**config.mk**
```make
export PLATFORM = sky130hd
export DESIGN_NAME = encrypt_arbiter
export DESIGN_NICKNAME = d
export VERILOG_FILES = /design/src/rtl/encrypt_arbiter.sv
export SDC_FILE = /design/constraint.sdc
export NUM_CORES = 1
export LEC_CHECK = 0
export BUFFER_PORTS_ARGS = -buffer_cell sky130_fd_sc_hd__clkbuf_2
export CAP_MARGIN = 20
export CORE_MARGIN = 3
export CORE_UTILIZATION = 41
export CTS_BUF_LIST = sky130_fd_sc_hd__clkbuf_16
export DETAILED_ROUTE_END_ITERATION = 7
export GPL_TIMING_DRIVEN = 0
export PLACE_DENSITY = 0.75
export SYNTH_ARGS = -nofsm -noshare
export SYNTH_HDL_FRONTEND = slang
export SYNTH_SLANG_ARGS = --single-unit
export TNS_END_PERCENT = 20
```
**constraint.sdc**
```tcl
create_clock -name clk -period 1.35 [get_ports clk]
set_input_delay 0.2025 -clock clk [delete_from_list [all_inputs] [get_ports clk]]
set_output_delay 0.2025 -clock clk [all_outputs]
set_load 0.1 [all_outputs]
```
**src/rtl/encrypt_arbiter.sv**
```systemverilog
// Two-client round-robin arbiter in front of one iterative encrypt engine.
// Clients and engine both use 4-phase req/ack handshakes; all outputs are registered.
`ifndef N_K
`define N_K 32
`endif
`ifndef N_B
`define N_B 32
`endif

module encrypt_arbiter #(
  parameter int N_K = `N_K,
  parameter int N_B = `N_B
) (
  input  logic           clk,
  input  logic           rst_n,
  input  logic           req0,
  input  logic           req1,
  input  logic [N_K-1:0] k0,
  input  logic [N_K-1:0] k1,
  input  logic [N_B-1:0] m0,
  input  logic [N_B-1:0] m1,
  output logic           ack0,
  output logic           ack1,
  output logic [N_B-1:0] c0,
  output logic [N_B-1:0] c1,
  output logic           e_req,
  output logic [N_K-1:0] e_k,
  output logic [N_B-1:0] e_m,
  input  logic           e_ack,
  input  logic [N_B-1:0] e_c
);

  typedef enum logic [1:0] {IDLE, ISSUE, RELEASE, RESP} state_t;

  state_t         state_q, state_d;
  logic           g_q, g_d;
  logic           lp_q, lp_d;
  logic [1:0]     armed_q, armed_d;
  logic [1:0]     ack_q, ack_d;
  logic           e_req_q, e_req_d;
  logic [N_K-1:0] e_k_q, e_k_d;
  logic [N_B-1:0] e_m_q, e_m_d;
  logic [N_B-1:0] c0_q, c0_d;
  logic [N_B-1:0] c1_q, c1_d;

  logic [1:0] req;
  logic [1:0] elig;
  logic       win;

  assign req  = {req1, req0};
  // A client only competes after it has been seen low since its last grant.
  assign elig = req & armed_q;

  always_comb begin
    state_d = state_q;
    g_d     = g_q;
    lp_d    = lp_q;
    armed_d = armed_q | ~req;
    ack_d   = ack_q;
    e_req_d = e_req_q;
    e_k_d   = e_k_q;
    e_m_d   = e_m_q;
    c0_d    = c0_q;
    c1_d    = c1_q;
    win     = 1'b0;
    case (state_q)
      IDLE: begin
        // e_ack still high (e.g. after a mid-transaction reset) blocks any issue.
        if (!e_ack && (elig != 2'b00)) begin
          win          = (elig == 2'b11) ? ~lp_q : elig[1];
          g_d          = win;
          armed_d[win] = 1'b0;
          e_req_d      = 1'b1;
          e_k_d        = win ? k1 : k0;
          e_m_d        = win ? m1 : m0;
          state_d      = ISSUE;
        end
      end
      ISSUE: begin
        if (e_ack) begin
          if (g_q) c1_d = e_c;
          else     c0_d = e_c;
          e_req_d = 1'b0;
          state_d = RELEASE;
        end
      end
      RELEASE: begin
        if (!e_ack) begin
          ack_d[g_q] = 1'b1;
          state_d    = RESP;
        end
      end
      RESP: begin
        if (!req[g_q]) begin
          ack_d   = 2'b00;
          lp_d    = g_q;
          state_d = IDLE;
        end
      end
      default: state_d = IDLE;
    endcase
  end

  always_ff @(posedge clk or negedge rst_n) begin
    if (!rst_n) begin
      state_q <= IDLE;
      g_q     <= 1'b0;
      lp_q    <= 1'b1;
      armed_q <= 2'b11;
      ack_q   <= 2'b00;
      e_req_q <= 1'b0;
      e_k_q   <= '0;
      e_m_q   <= '0;
      c0_q    <= '0;
      c1_q    <= '0;
    end else begin
      state_q <= state_d;
      g_q     <= g_d;
      lp_q    <= lp_d;
      armed_q <= armed_d;
      ack_q   <= ack_d;
      e_req_q <= e_req_d;
      e_k_q   <= e_k_d;
      e_m_q   <= e_m_d;
      c0_q    <= c0_d;
      c1_q    <= c1_d;
    end
  end

  assign ack0  = ack_q[0];
  assign ack1  = ack_q[1];
  assign c0    = c0_q;
  assign c1    = c1_q;
  assign e_req = e_req_q;
  assign e_k   = e_k_q;
  assign e_m   = e_m_q;

endmodule

```
After elaboration in Yosys (flattened, before gate mapping):

Cells that the tools add are included.

* input port bits: 165
* bits in registers: 137
* word-level logic and storage cells: 67

* bitwise logic cells: 9
* order comparisons: 4
* muxes and demuxes: 21
* reduce and logical (&&, ||, !) cells: 15
* eq/ne operators: 8

Operator list (number)
* 32-bit 2-to-1 mux: 2
* 2-bit 2-to-1 mux: 7
* 3-bit AND reduction: 4
* 2-bit inequality test, second input constant: 4
* 2-bit one-hot mux with 4 select lines: 1
* 1-bit 2-to-1 mux: 7
* 2-bit equality test, second input constant: 3
* 2-bit nonzero test: 3
* 2-bit AND: 2
* 1-bit by 2-bit less-than comparator with 1-bit output, second input constant: 2
* 2-bit NOT: 2
* 2-bit OR: 2
* 2-bit one-hot mux with 2 select lines: 1
* 2-bit AND reduction: 2
* 4-bit AND reduction: 1
* 1-bit logical AND: 3
* 1-bit NOT: 3
* 1-bit demux with 1-bit select: 2
* 2-bit by 1-bit equality test with 1-bit output, second input constant: 1
* 1-bit >= comparator, second input constant: 2
* 2-bit logical NOT: 1
* 1-bit one-hot mux with 2 select lines: 1
* 1-bit logical NOT: 1

Longest topological paths before layout:

* depth in word-level cells: 11
* depth in mapped cells: 8

Worst setup path before layout:

OpenSTA, ideal clock, no wires.

* kind: flip-flop to flip-flop
* start point: reg state_q[1]
* end point: reg c0_q[10], in the netlist c0[10]
* stages on the path, launching flop included: 6
* data arrival time: 1.364 ns
* data required time: 1.224 ns
* period minus slack after synthesis: 1.489 ns
* setup slack: -0.139 ns
* cells stage by stage: dfrtp_1 inv_1 ha_1 nand3b_1 buf_2 mux2_2

* word-level cells in the longest chain between the ends: 2

Ends and longest elaborated chain
* start: declaration: RTL line 35 `state_t state_q, state_d;`
* start signal: assignment: RTL line 117 `state_q <= state_d;`
* 2-bit by 1-bit equality test with 1-bit output: RTL line 66 `case (state_q)`
* 3-bit AND reduction (no line)
* end signal: assignment: RTL line 114 `c0_q <= '0;`
* end signal: assignment: RTL line 125 `c0_q <= c0_d;`
* end: declaration: RTL line 43 `logic [N_B-1:0] c0_q, c0_d;`

Every way passes these cells.
A chain may end at the register's enable or synchronous reset.

Final worst setup path:

* start point: reg state_q[1]
* end point: reg e_m_q[21], in the netlist e_m[21]

* word-level cells in the longest chain between the ends: 2

Ends and longest elaborated chain
* 2-bit logical NOT: RTL line 66
* 2-bit AND reduction (no line)
* end signal: assignment: RTL line 124 `e_m_q <= e_m_d;`
* end: declaration: RTL line 42 `logic [N_B-1:0] e_m_q, e_m_d;`

Every way passes these cells.

==> reports/metrics.cfg <==
[floorplan]
ios = 296
coreArea_um2 = 13560
initial_utilization_pct = 42.95
die_h_um = 125.2
die_w_um = 125.2
rows = 42
die-area_um2 = 15670

[timing]
drv_slew = 0
period_needed_ps = 1526
hold_viol_final = 0
worst_slew_pin_slew_ps = 495.6
finClkSkew_ps = 9.963
setup_viol = 133
max_freq_mhz = 655.4
timing.final.crit_share_pct = 113.0
timing.final.ws_setup_ps = -175.7
rsz0062_at_grt = true
relSlewSlack_pct = 66.96

[synth]
ys_warn_count = 0
syn_inst = 538
ys_types = 25
ys_ff_latch = 137
synth_nets = 708
netlist_area_um2 = 5823
seq_area_frac_synth_pct = 58.94
syn_area_per_cell_um2 = 10.82

[outcome]
violations = setup timing
status = finished with violations

[drt]
drt_iter0_markers = 198
ant_nets = 0
via_per_inst = 4.890
num_vias = 5242
drc_errors = 0
wl_mm = 17.48
wl_per_cell_um = 16.30
dr.pass1.iters = 4

[critical_path]
startpoint_type = flop
critical_path_class = flop to flop
r2r_setup_slack_ps = -180
arrival_ps = 1810
r2r_start = state_q[1]$_DFFE_PN0P_
crit_required_ps = 1630
crit_path_max_fanout = 10
startpoint = state_q[1]$_DFFE_PN0P_
end_kind = flop

[clocking]
cts_sinks = 137
clock_latency_ps = 410
clockBufferDepth = 2
root_buffer = clkbuf_16
cts_tree = yes
cts_buffers = 17
path_clk_slew_ps = 60
cts_max_level = 4

[global_route]
overflow = 0
grt_pass1_vias = 5360
grt_start_max_net_pins = 81
antenna_found_initial = 1
grt.total_usage_pct = 21.32
grt_pass1_wl_mm = 27.12

[finish]
fin_util_pct = 67.86
syn_to_final_growth_pct = 57.99
nets = 1052
drive_above_1_share_pct = 53.07

[placement]
place_congestion = 0.8317
io_buffers = 294
dp_hpwl_mm = 12.28

[job]
max_cap_violations = 0

[worst_hold_path]
min-delay-path-class = input pin to flop
min_from = k0[4]

## layer usage
metal / wire [um] / track usage (%) / part of all wire [%]
met5: 0 / 0 / 0
met4: 357 / 7.143 / 2.0
met3: 1207 / 6.013 / 6.9
met2: 9040 / 37.20 / 52
met1: 6871 / 25.44 / 39
## synthesized netlist by cell type
| master | number | share of area, % |
|---|---|---|
| nand2b_4 | 1 | 0.24 |
| o31ai_1 | 1 | 0.13 |
| clkbuf_1 | 1 | 0.064 |
| mux2_2 | 67 | 13 |
| buf_6 | 7 | 1.4 |
| dfrtp_1 | 134 | 58 |
| o21ai_0 | 6 | 0.52 |
| or2_2 | 1 | 0.11 |
| buf_4 | 7 | 0.90 |
| or2_1 | 1 | 0.11 |
| and3_1 | 1 | 0.11 |
| nand2_1 | 134 | 8.6 |
| buf_2 | 20 | 1.7 |
| nand3b_1 | 1 | 0.13 |
| nand3_1 | 2 | 0.17 |
| ha_1 | 5 | 1.1 |
| a31oi_1 | 64 | 6.9 |
| a22o_1 | 3 | 0.45 |
| a21oi_1 | 1 | 0.086 |
| mux2i_1 | 2 | 0.34 |
| dfstp_2 | 3 | 1.4 |
| a22oi_1 | 1 | 0.13 |
| nor2_4 | 1 | 0.19 |
| nor2_1 | 70 | 4.5 |
| inv_1 | 4 | 0.26 |
## cell usage in the layout (no fill, tap or decap), types with 3 or more instances in the layout
| master | n |
|---|---|
| buf_4 | 29 |
| buf_12 | 4 |
| dfstp_2 | 3 |
| ha_4 | 4 |
| buf_8 | 16 |
| clkinv_1 | 3 |
| clkbuf_4 | 121 |
| buf_16 | 6 |
| clkbuf_2 | 163 |
| buf_2 | 3 |
| inv_1 | 5 |
| a22o_1 | 3 |
| clkbuf_16 | 19 |
| dfrtp_1 | 132 |
| o21ai_0 | 6 |
| nor2_1 | 69 |
| buf_6 | 12 |
| a31oi_1 | 59 |
| a31oi_4 | 3 |
| mux2_2 | 65 |
| dlygate4sd3_1 | 3 |
| nand2_1 | 132 |
## critical path: stages (launching register included)
cell and delay (ps):
dfrtp_1 390, inv_2 110, ha_4 160, nand2b_4 60, nor2_4 180, buf_6 130, buf_16 130, buf_8 130
a31oi_2 90
## area by class of cell
class / instances / area (um2)
Antenna cell: 1 / 2.502
Fill cell: 1040 / 4358
Clock buffer: 17 / 425.4
Sequential cell: 137 / 3435
Clock inverter: 15 / 135.1
Buffer: 34 / 415.4
Inverter: 4 / 15.01
Tap cell: 176 / 220.2
Multi-Input combinational cell: 362 / 2296
Timing Repair Buffer: 326 / 2256
## kinds of logic after synthesis
family	share of synthesized area, %
muxes	13.30
adders and majority gates	1.074
and+or+nand+nor	14.20
DFF	58.94
buffers and inverters	4.297
AOI/OAI and AO/OA	8.187
## flip-flops by register name, summed over array words and instances (netlist names)
| signal | cells |
|---|---|
| c0 | 32 |
| armed_q | 2 |
| e_req | 1 |
| state_q | 2 |
| e_m | 32 |
| c1 | 32 |
| ack_q | 2 |
| e_k | 32 |
| lp_q | 1 |
| g_q | 1 |
## timing repair
action,in CTS,in global routing
cloned,6,3
resized for setup,53,300
pin swaps,5,5
endpoints found under the setup margin,264,265
setup buffers,17,2
endpoints found under the hold margin,56,0
hold buffers,3,0
## final timing paths
kind                                        end  depth (start not counted)
min                          e_k[4]$_DFFE_PN0P_                          3
max                         e_m[21]$_DFFE_PN0P_                          8
min reg2reg                armed_q[0]$_DFF_PN1_                          2
min in group asynchronous   e_m[10]$_DFFE_PN0P_                          2
max in group asynchronous     c0[2]$_DFFE_PN0P_                          3
max reg2reg                 e_m[21]$_DFFE_PN0P_                          8
## per-stage QoR
step / TNS (ps) / area (um2) / hold slack (ps) / setup slack (ps) / cells
3_5_place_dp: -31860 / 7602 / 212.2 / -295.4 / 1009
3_3_place_gp: -317560 / 7566 / 392.0 / -2133 / 1008
6_report: -16570 / 9200 / 19.37 / -175.7 / 1072
4_1_cts: -27860 / 8637 / 8.163 / -168.2 / 1066
2_1_floorplan: -5563 / 5874 / -93.09 / -85.43 / 538
5_1_grt: -26540 / 9200 / 19.49 / -274.7 / 1072
Power is left out: the tool's default activity adds up to more than one toggle a clock period on the data nets, which glitch-free logic cannot reach.
